$ cat src/rtl/prach_ch_sched.sv
// Round-robin TDM scheduler for the PRACH long-sequence channel datapath.
// Define PRACH_SCHED_UNDERRUN_CNT_EN to build the saturating underrun counter.
//
// state | meaning
// IDLE  | slot counter held at 0, no strobes, waiting for en
// LOAD  | latch ch_mask, clear round counter, arm sync (one cycle)
// RUN   | one slot per cycle, en=0 requests a stop
// DRAIN | finish the current round, then IDLE
module prach_ch_sched #(
  parameter int SIZE        = 8,
  parameter int SYNC_PERIOD = 0
) (
  input  logic            clk,
  input  logic            rst_n,
  input  logic            en,
  input  logic            resync,
  input  logic [SIZE-1:0] ch_mask,
  input  logic [SIZE-1:0] req,
  output logic [SIZE-1:0] gnt,
  output logic            dout_dv,
  output logic [7:0]      dout_chn,
  output logic            sync_out,
  output logic            busy,
  output logic [15:0]     underrun_cnt
);

  localparam int SW = (SIZE > 1) ? $clog2(SIZE) : 1;

  typedef enum logic [1:0] {IDLE, LOAD, RUN, DRAIN} state_t;

  state_t          state, state_nx;
  logic [SW-1:0]   slot, slot_nx;
  logic [SIZE-1:0] mask_q, mask_nx, mask_eff;
  logic            sync_pend, sync_pend_nx;
  logic [15:0]     rnd_cnt, rnd_cnt_nx;
  logic            active, first_slot, last_slot;
  logic [SIZE-1:0] gnt_nx;
  logic            dv_nx, sync_nx, busy_nx;
  logic [7:0]      chn_nx;

  assign active     = (state == RUN) || (state == DRAIN);
  assign first_slot = (slot == '0);
  assign last_slot  = (slot == SW'(SIZE - 1));
  // The mask sampled on slot 0 already governs slot 0, so a new mask covers whole rounds.
  assign mask_eff   = first_slot ? ch_mask : mask_q;

  always_comb begin
    state_nx     = state;
    slot_nx      = slot;
    mask_nx      = mask_q;
    sync_pend_nx = sync_pend;
    rnd_cnt_nx   = rnd_cnt;
    gnt_nx       = '0;
    dv_nx        = 1'b0;
    sync_nx      = 1'b0;
    chn_nx       = 8'd0;
    case (state)
      IDLE: begin
        slot_nx = '0;
        if (en) state_nx = LOAD;
      end
      LOAD: begin
        mask_nx      = ch_mask;
        rnd_cnt_nx   = 16'd0;
        sync_pend_nx = 1'b1;
        slot_nx      = '0;
        state_nx     = RUN;
      end
      RUN, DRAIN: begin
        slot_nx = slot + 1'b1;
        chn_nx  = {{(8-SW){1'b0}}, slot};
        if (first_slot) mask_nx = ch_mask;
        if (mask_eff[slot] && req[slot]) begin
          gnt_nx[slot] = 1'b1;
          dv_nx        = 1'b1;
        end
        if (first_slot && sync_pend) begin
          sync_nx      = 1'b1;
          sync_pend_nx = 1'b0;
          rnd_cnt_nx   = 16'd0;
        end else if (last_slot) begin
          if (SYNC_PERIOD > 0 && rnd_cnt == 16'(SYNC_PERIOD - 1)) begin
            sync_pend_nx = 1'b1;
            rnd_cnt_nx   = 16'd0;
          end else begin
            rnd_cnt_nx = rnd_cnt + 16'd1;
          end
        end
        // Set wins over the slot-0 clear so a coincident resync re-arms.
        if (resync) sync_pend_nx = 1'b1;
        if (state == RUN && !en) state_nx = last_slot ? IDLE : DRAIN;
        else if (state == DRAIN && last_slot) state_nx = IDLE;
      end
      default: state_nx = IDLE;
    endcase
    busy_nx = (state_nx != IDLE) || active;
  end

  always_ff @(posedge clk or negedge rst_n) begin
    if (!rst_n) begin
      state     <= IDLE;
      slot      <= '0;
      mask_q    <= '0;
      sync_pend <= 1'b0;
      rnd_cnt   <= 16'd0;
      gnt       <= '0;
      dout_dv   <= 1'b0;
      dout_chn  <= 8'd0;
      sync_out  <= 1'b0;
      busy      <= 1'b0;
    end else begin
      state     <= state_nx;
      slot      <= slot_nx;
      mask_q    <= mask_nx;
      sync_pend <= sync_pend_nx;
      rnd_cnt   <= rnd_cnt_nx;
      gnt       <= gnt_nx;
      dout_dv   <= dv_nx;
      dout_chn  <= chn_nx;
      sync_out  <= sync_nx;
      busy      <= busy_nx;
    end
  end

`ifdef PRACH_SCHED_UNDERRUN_CNT_EN
  logic underrun_ev;
  assign underrun_ev = active && mask_eff[slot] && !req[slot];

  always_ff @(posedge clk or negedge rst_n) begin
    if (!rst_n) underrun_cnt <= 16'd0;
    else if (underrun_ev && underrun_cnt != 16'hFFFF) underrun_cnt <= underrun_cnt + 16'd1;
  end
`else
  assign underrun_cnt = 16'd0;
`endif

endmodule

$ cat config.mk
export PLATFORM = sky130hd
export DESIGN_NAME = prach_ch_sched
export DESIGN_NICKNAME = d
export VERILOG_FILES = /design/src/rtl/prach_ch_sched.sv
export SDC_FILE = /design/constraint.sdc
export NUM_CORES = 1
export LEC_CHECK = 0
export CAP_MARGIN = 25
export CORE_UTILIZATION = 43
export DETAILED_ROUTE_END_ITERATION = 6
export GPL_TIMING_DRIVEN = 0
export PLACE_DENSITY_LB_ADDON = 0.25
export SLEW_MARGIN = 5
export SYNTH_ARGS = -nofsm -noshare
export SYNTH_HDL_FRONTEND = slang
export SYNTH_SLANG_ARGS = --single-unit
export TNS_END_PERCENT = 20
$ cat constraint.sdc
create_clock -name clk -period 2.4 [get_ports clk]
set_input_delay 0.48 -clock clk [delete_from_list [all_inputs] [get_ports clk]]
set_output_delay 0.48 -clock clk [all_outputs]
set_load 0.01 [all_outputs]
## Word level (Yosys, flattened, before mapping)

Cells that the tools add are included.

- Flip-flop bits (word level): 33
- Output and inout bits: 35
- Logic and storage cells: 56

- Add/sub/neg operators: 1
- $lt $le $gt $ge: 2
- Equality and inequality tests: 5
- Mux-type cells: 24
- Reductions and logical operators: 15

Operators with widths:

| cell | number |
|---|---|
| $mux W8 | 3 |
| $pmux W8 S2 | 1 |
| $mux W1 | 9 |
| $mux W2 | 4 |
| $bmux W1 S3 | 2 |
| $pmux W2 S3 | 1 |
| $pmux W3 S2 | 1 |
| $logic_and A1 B1 Y1 | 5 |
| $eq A2 B2 Y1 const B | 2 |
| $lt A3 B4 Y1 const B | 1 |
| $reduce_bool A2 Y1 | 2 |
| $reduce_or A2 Y1 | 2 |
| $add A3 B1 Y3 const B | 1 |
| $demux W1 S3 | 1 |
| $eq A3 B3 Y1 const B | 1 |
| $ge A3 B1 Y1 const B | 1 |
| $logic_not A3 Y1 | 1 |
| $mux W3 | 1 |
| $ne A3 B3 Y1 const B | 1 |
| $eq A2 B1 Y1 const B | 1 |
| $logic_not A2 Y1 | 1 |
| $logic_or A1 B1 Y1 | 2 |
| $pmux W1 S2 | 1 |
| $reduce_and A2 Y1 | 1 |
| $logic_not A1 Y1 | 1 |

## Depth between registers and ports, before layout

- Depth after elaboration: 7
- Mapped depth: 7
- Depth with buffers taken out: 6

## Worst setup path before layout

Ideal clock, no wire load.

- Path kind: register to register
- From: reg slot[0]
- To: reg gnt[0]
- Arrival time: 1.733 ns
- Setup slack: 0.528 ns
- Cell stages (with the launch flop): 8
- Cells stage by stage: dfrtp_1 -> clkbuf_8 -> inv_1 -> ha_1 -> nand2b_1 -> mux2_1 -> a221oi_1 -> nor4_1

- Longest elaborated chain between the ends: 7
- Elaborated cells on any way between the ends: 14
- Those cells by class: 2 x order compare; 9 x mux; 3 x reduce/logical

Ends and longest elaborated chain:

| what | line | source |
|---|---|---|
| start: declaration | 32 | `logic [SW-1:0] slot, slot_nx;` |
| start signal: assignment | 113 | `slot <= slot_nx;` |
| $logic_not A3 Y1 | 42 | `assign first_slot = (slot == '0);` |
| $mux W8 | -- |  |
| $bmux W1 S3 | 73 | `if (mask_eff[slot] && req[slot]) begin` |
| $mux W1 (implied by the code) | 73 |  |
| $logic_and A1 B1 Y1 | 73 |  |
| $mux W8 (*) | 73 |  |
| $mux W8 (*) | 57 | `case (state)` |
| net gnt_nx[0] | 37 | `logic [SIZE-1:0] gnt_nx;` |
| end signal: assignment | 117 | `gnt <= gnt_nx;` |
| end: declaration | 19 | `output logic [SIZE-1:0] gnt,` |

Mark *: on every way through the listed nets, which the timed path passes. The rest lies on a longest branch. The select of a mux whose other input is x is not followed.
A chain may end at the register's enable or synchronous reset.

## Worst setup path after layout

- From: reg slot[1]
- To: reg gnt[0]

The elaborated chain is that of the path after synthesis.

==> implementation parameters <==
Parameter                              Value

Status
  Result of the run ... complete, no violations

Setup path
  Maximum fanout along the worst path ... 8
  Arrival time at the worst endpoint ... 2.35 ns
  Element type at the critical path start ... flop
  Worst Setup Path Type ... flop to flop
  Worst setup EP type ... flop
  Data required time of the worst path ... 2.61 ns

STA
  Slew at the pin with the worst max-slew slack ... slightly below 0.7 ns
  Final Hold Vio Count ... 0
  Final Critical Period ... 2.14 ns
  Setup TNS after final layout ... 0 ns
  Peak clock frequency supported by timing ... approximately 0.47 GHz
  Number of failing setup endpoints in the final timing report ... 0
  Final worst path period share ... 89.2%
  Worst slack on hold paths ... approximately 0.52 ns
  Number of pins exceeding their max-slew limit in the final report ... 0
  Headroom to the max-slew limit ... 54.9%
  RSZ-0062 raised after global routing ... false
  Worst-case clock skew ... approximately 0.0033 ns

Clock network
  CTS buffer count ... 3
  Clock net sink count ... 28
  Clk Latency, worst-skew pair ... 0.33 ns
  CTS Buffer Depth ... 2
  Clock tree from TritonCTS ... done
  Clock edge transition at the registers on the reported setup and hold paths ... around 0.15 ns
  CTS resizes ... 0
  Total setup buffers inserted after CTS ... 0
  Cell chosen for the clock root ... clkbuf_4
  CTS HTree Levels ... 1
  Count of hold-fix buffers inserted at cts ... 0

Finish
  NumNets Final ... 201
  Fraction of layout instances using a drive strength above 1 ... 24.3%
  Fill cell total of the finished layout ... 246
  Inserted Diodes ... 0
  Commonest non-fill, non-tap cell in the layout ... clkdlybuf4s50_1
  Commonest non-fill, non-tap cells in the layout ... 33 x clkdlybuf4s50_1, 28 x dfrtp_1, 21 x buf_4, 21 x conb_1, 9 x mux2_2
  Synthesis-to-layout area growth ... 37.7%

Power
  Static power due to leakage ... 0.904 nW
  Power density of the placed cells ... 1130 nW/um^2
  Peak VDD IR ... between 0.3 and 0.4 mV

GRT
  Antenna violations before repair ... 0
  Maximum number of pins on one net before global-route repair ... 17
  Wire length of the first global-routing pass ... 3.88 mm
  Number of global-route vias before repair ... 912
  Gr ovfl total ... 0
  Total GRT Usage ... between 15 and 20%

Place
  PortBufs ... 33
  Routability congestion estimate from global placement ... 0.745

Route
  Count of routing violations after the opening detailed-route iteration ... 17
  Routed Wire Length ... 2.44 mm
  Routed Antenna Nets ... 0
  Post-route DRC ... 0
  Vias per cell ... 4.47
  Routed via count ... 987
  Avg WL per Cell ... 11.0 um
  Count of TritonRoute iterations in the first routing pass ... 4

Logic synthesis
  Mapped Avg Cell Area ... between 10 and 15 um^2
  #FFs+latches synth ... 28
  Instance count of the mapped netlist ... 119
  Sequential element share of the synthesized area ... 50.0%
  Synth cell types ... 31
  Warnings, synthesis ... 0
  Area of the mapped netlist ... 1400 um^2

Run
  Max-cap violations ... 0

Floorplan
  Number of placement rows ... 20
  Effective utilization at floorplan ... 45.5%
  Area enclosed by the die boundary ... between 3000 and 4000 um^2
  Horizontal die dimension ... 59.1 um
  Die H ... 59.1 um
  Count of boundary I/O pins ... 55
  Placeable core region ... 3080 um^2

Worst hold path
  Hold crit path type ... flop to flop
## metrics by stage
step | setup slack [ns] | power, W | cell area (um^2) | instances | util, %
after floorplan | 0.528 | 0.00154 | 1480 | 139 | -
after global routing | 0.0334 | 0.00234 | 1930 | 221 | 62.7
after CTS | 0.280 | 0.00219 | 1930 | 221 | 62.7
after detailed placement | 0.289 | 0.00189 | 1880 | 217 | 61.0
final | 0.258 | 0.00218 | 1930 | 221 | 62.7
after global placement | 0.315 | 0.00185 | 1860 | 216 | 60.5
## cell usage after synthesis (all sizes together)
cell type	n	area [um^2]
mux2	10	113
buf	21	158
nor3b	1	7.51
o211ai	1	21.3
or3	1	6.26
a221oi	3	50.1
ha	3	37.5
clkbuf	2	17.5
and2b	4	32.5
conb	1	3.75
nand2	7	26.3
and3	1	6.26
o2111ai	1	8.76
nand2b	2	12.5
a22oi	1	7.51
nand3	1	5.00
and2	5	33.8
dfrtp	28	701
a21oi	2	10.0
nor4	8	50.1
nand3b	1	7.51
inv	7	26.3
mux2i	4	40.0
nor3	1	5.00
o21ai	3	15.0
## routing by layer
| layer | vias to the layer above | track usage [%] | share of wire (%) |
|---|---|---|---|
| met5 | - | 0 | 0 |
| met4 | 0 | 9.18 | 2.3 |
| met3 | 4 | 1.53 | 5.1 |
| met1 | 460 | 16.9 | 40 |
| li1 | 486 | - | - |
| met2 | 37 | 27.4 | 53 |
## flip-flops by register name (all words and copies together), names as in the netlist
| signal | cells |
|---|---|
| gnt | 8 |
| mask_q | 8 |
| dout_chn | 3 |
| slot | 3 |
| state | 2 |
| busy | 1 |
| dout_dv | 1 |
| sync_out | 1 |
| sync_pend | 1 |
## worst paths after layout
| path | cells past startpoint | startpoint | slack [ns] | to |
|---|---|---|---|---|
| max | 6 | slot[1] | 0.26 | gnt[0] |
| min | 1 | mask_q[0] | 0.52 | mask_q[0] |
| max reg2reg | 6 | slot[1] | 0.26 | gnt[0] |
| min reg2reg | 1 | mask_q[0] | 0.52 | mask_q[0] |
| max in group asynchronous | 2 | rst_n | 1.34 | mask_q[5] |
| min in group asynchronous | 1 | rst_n | 0.54 | dout_chn[0] |
## logic make-up after synthesis
family / count (synthesis) / share of synthesized area, %
buf+inv: 30 / 14.4
other cells: 1 / 0.268
mux: 14 / 10.9
flops: 28 / 50.0
fa+ha+maj: 3 / 2.68
compound gates: 11 / 8.04
simple gates: 32 / 13.8
## worst max-delay path, cell delays in order (launching register included)
cell	delay, ns
dfrtp_1	0.51
inv_1	0.16
ha_1	0.27
nand2b_1	0.18
mux2_2	0.36
a221oi_1	0.41
nor4_1	0.12
## report_power, final
group,internal [W],leakage (nW),total (W),switching (W)
clock,0.000169,0.0279,0.000306,0.000137
sequential,0.000670,0.342,0.000789,0.000119
combinational,0.000560,0.534,0.00108,0.000524
## area by class of cell
type	instances	area, um^2	share of cell area, %
Timing Repair Buffer	34	345	17.9
Tap cell	44	55.1	2.85
Sequential cell	28	701	36.3
Buffer	23	175	9.08
Clock inverter	1	30.0	1.56
Clock buffer	3	22.5	1.17
Multi-Input combinational cell	81	574	29.8
Inverter	7	26.3	1.36
(Power assumes the default switching activity.)
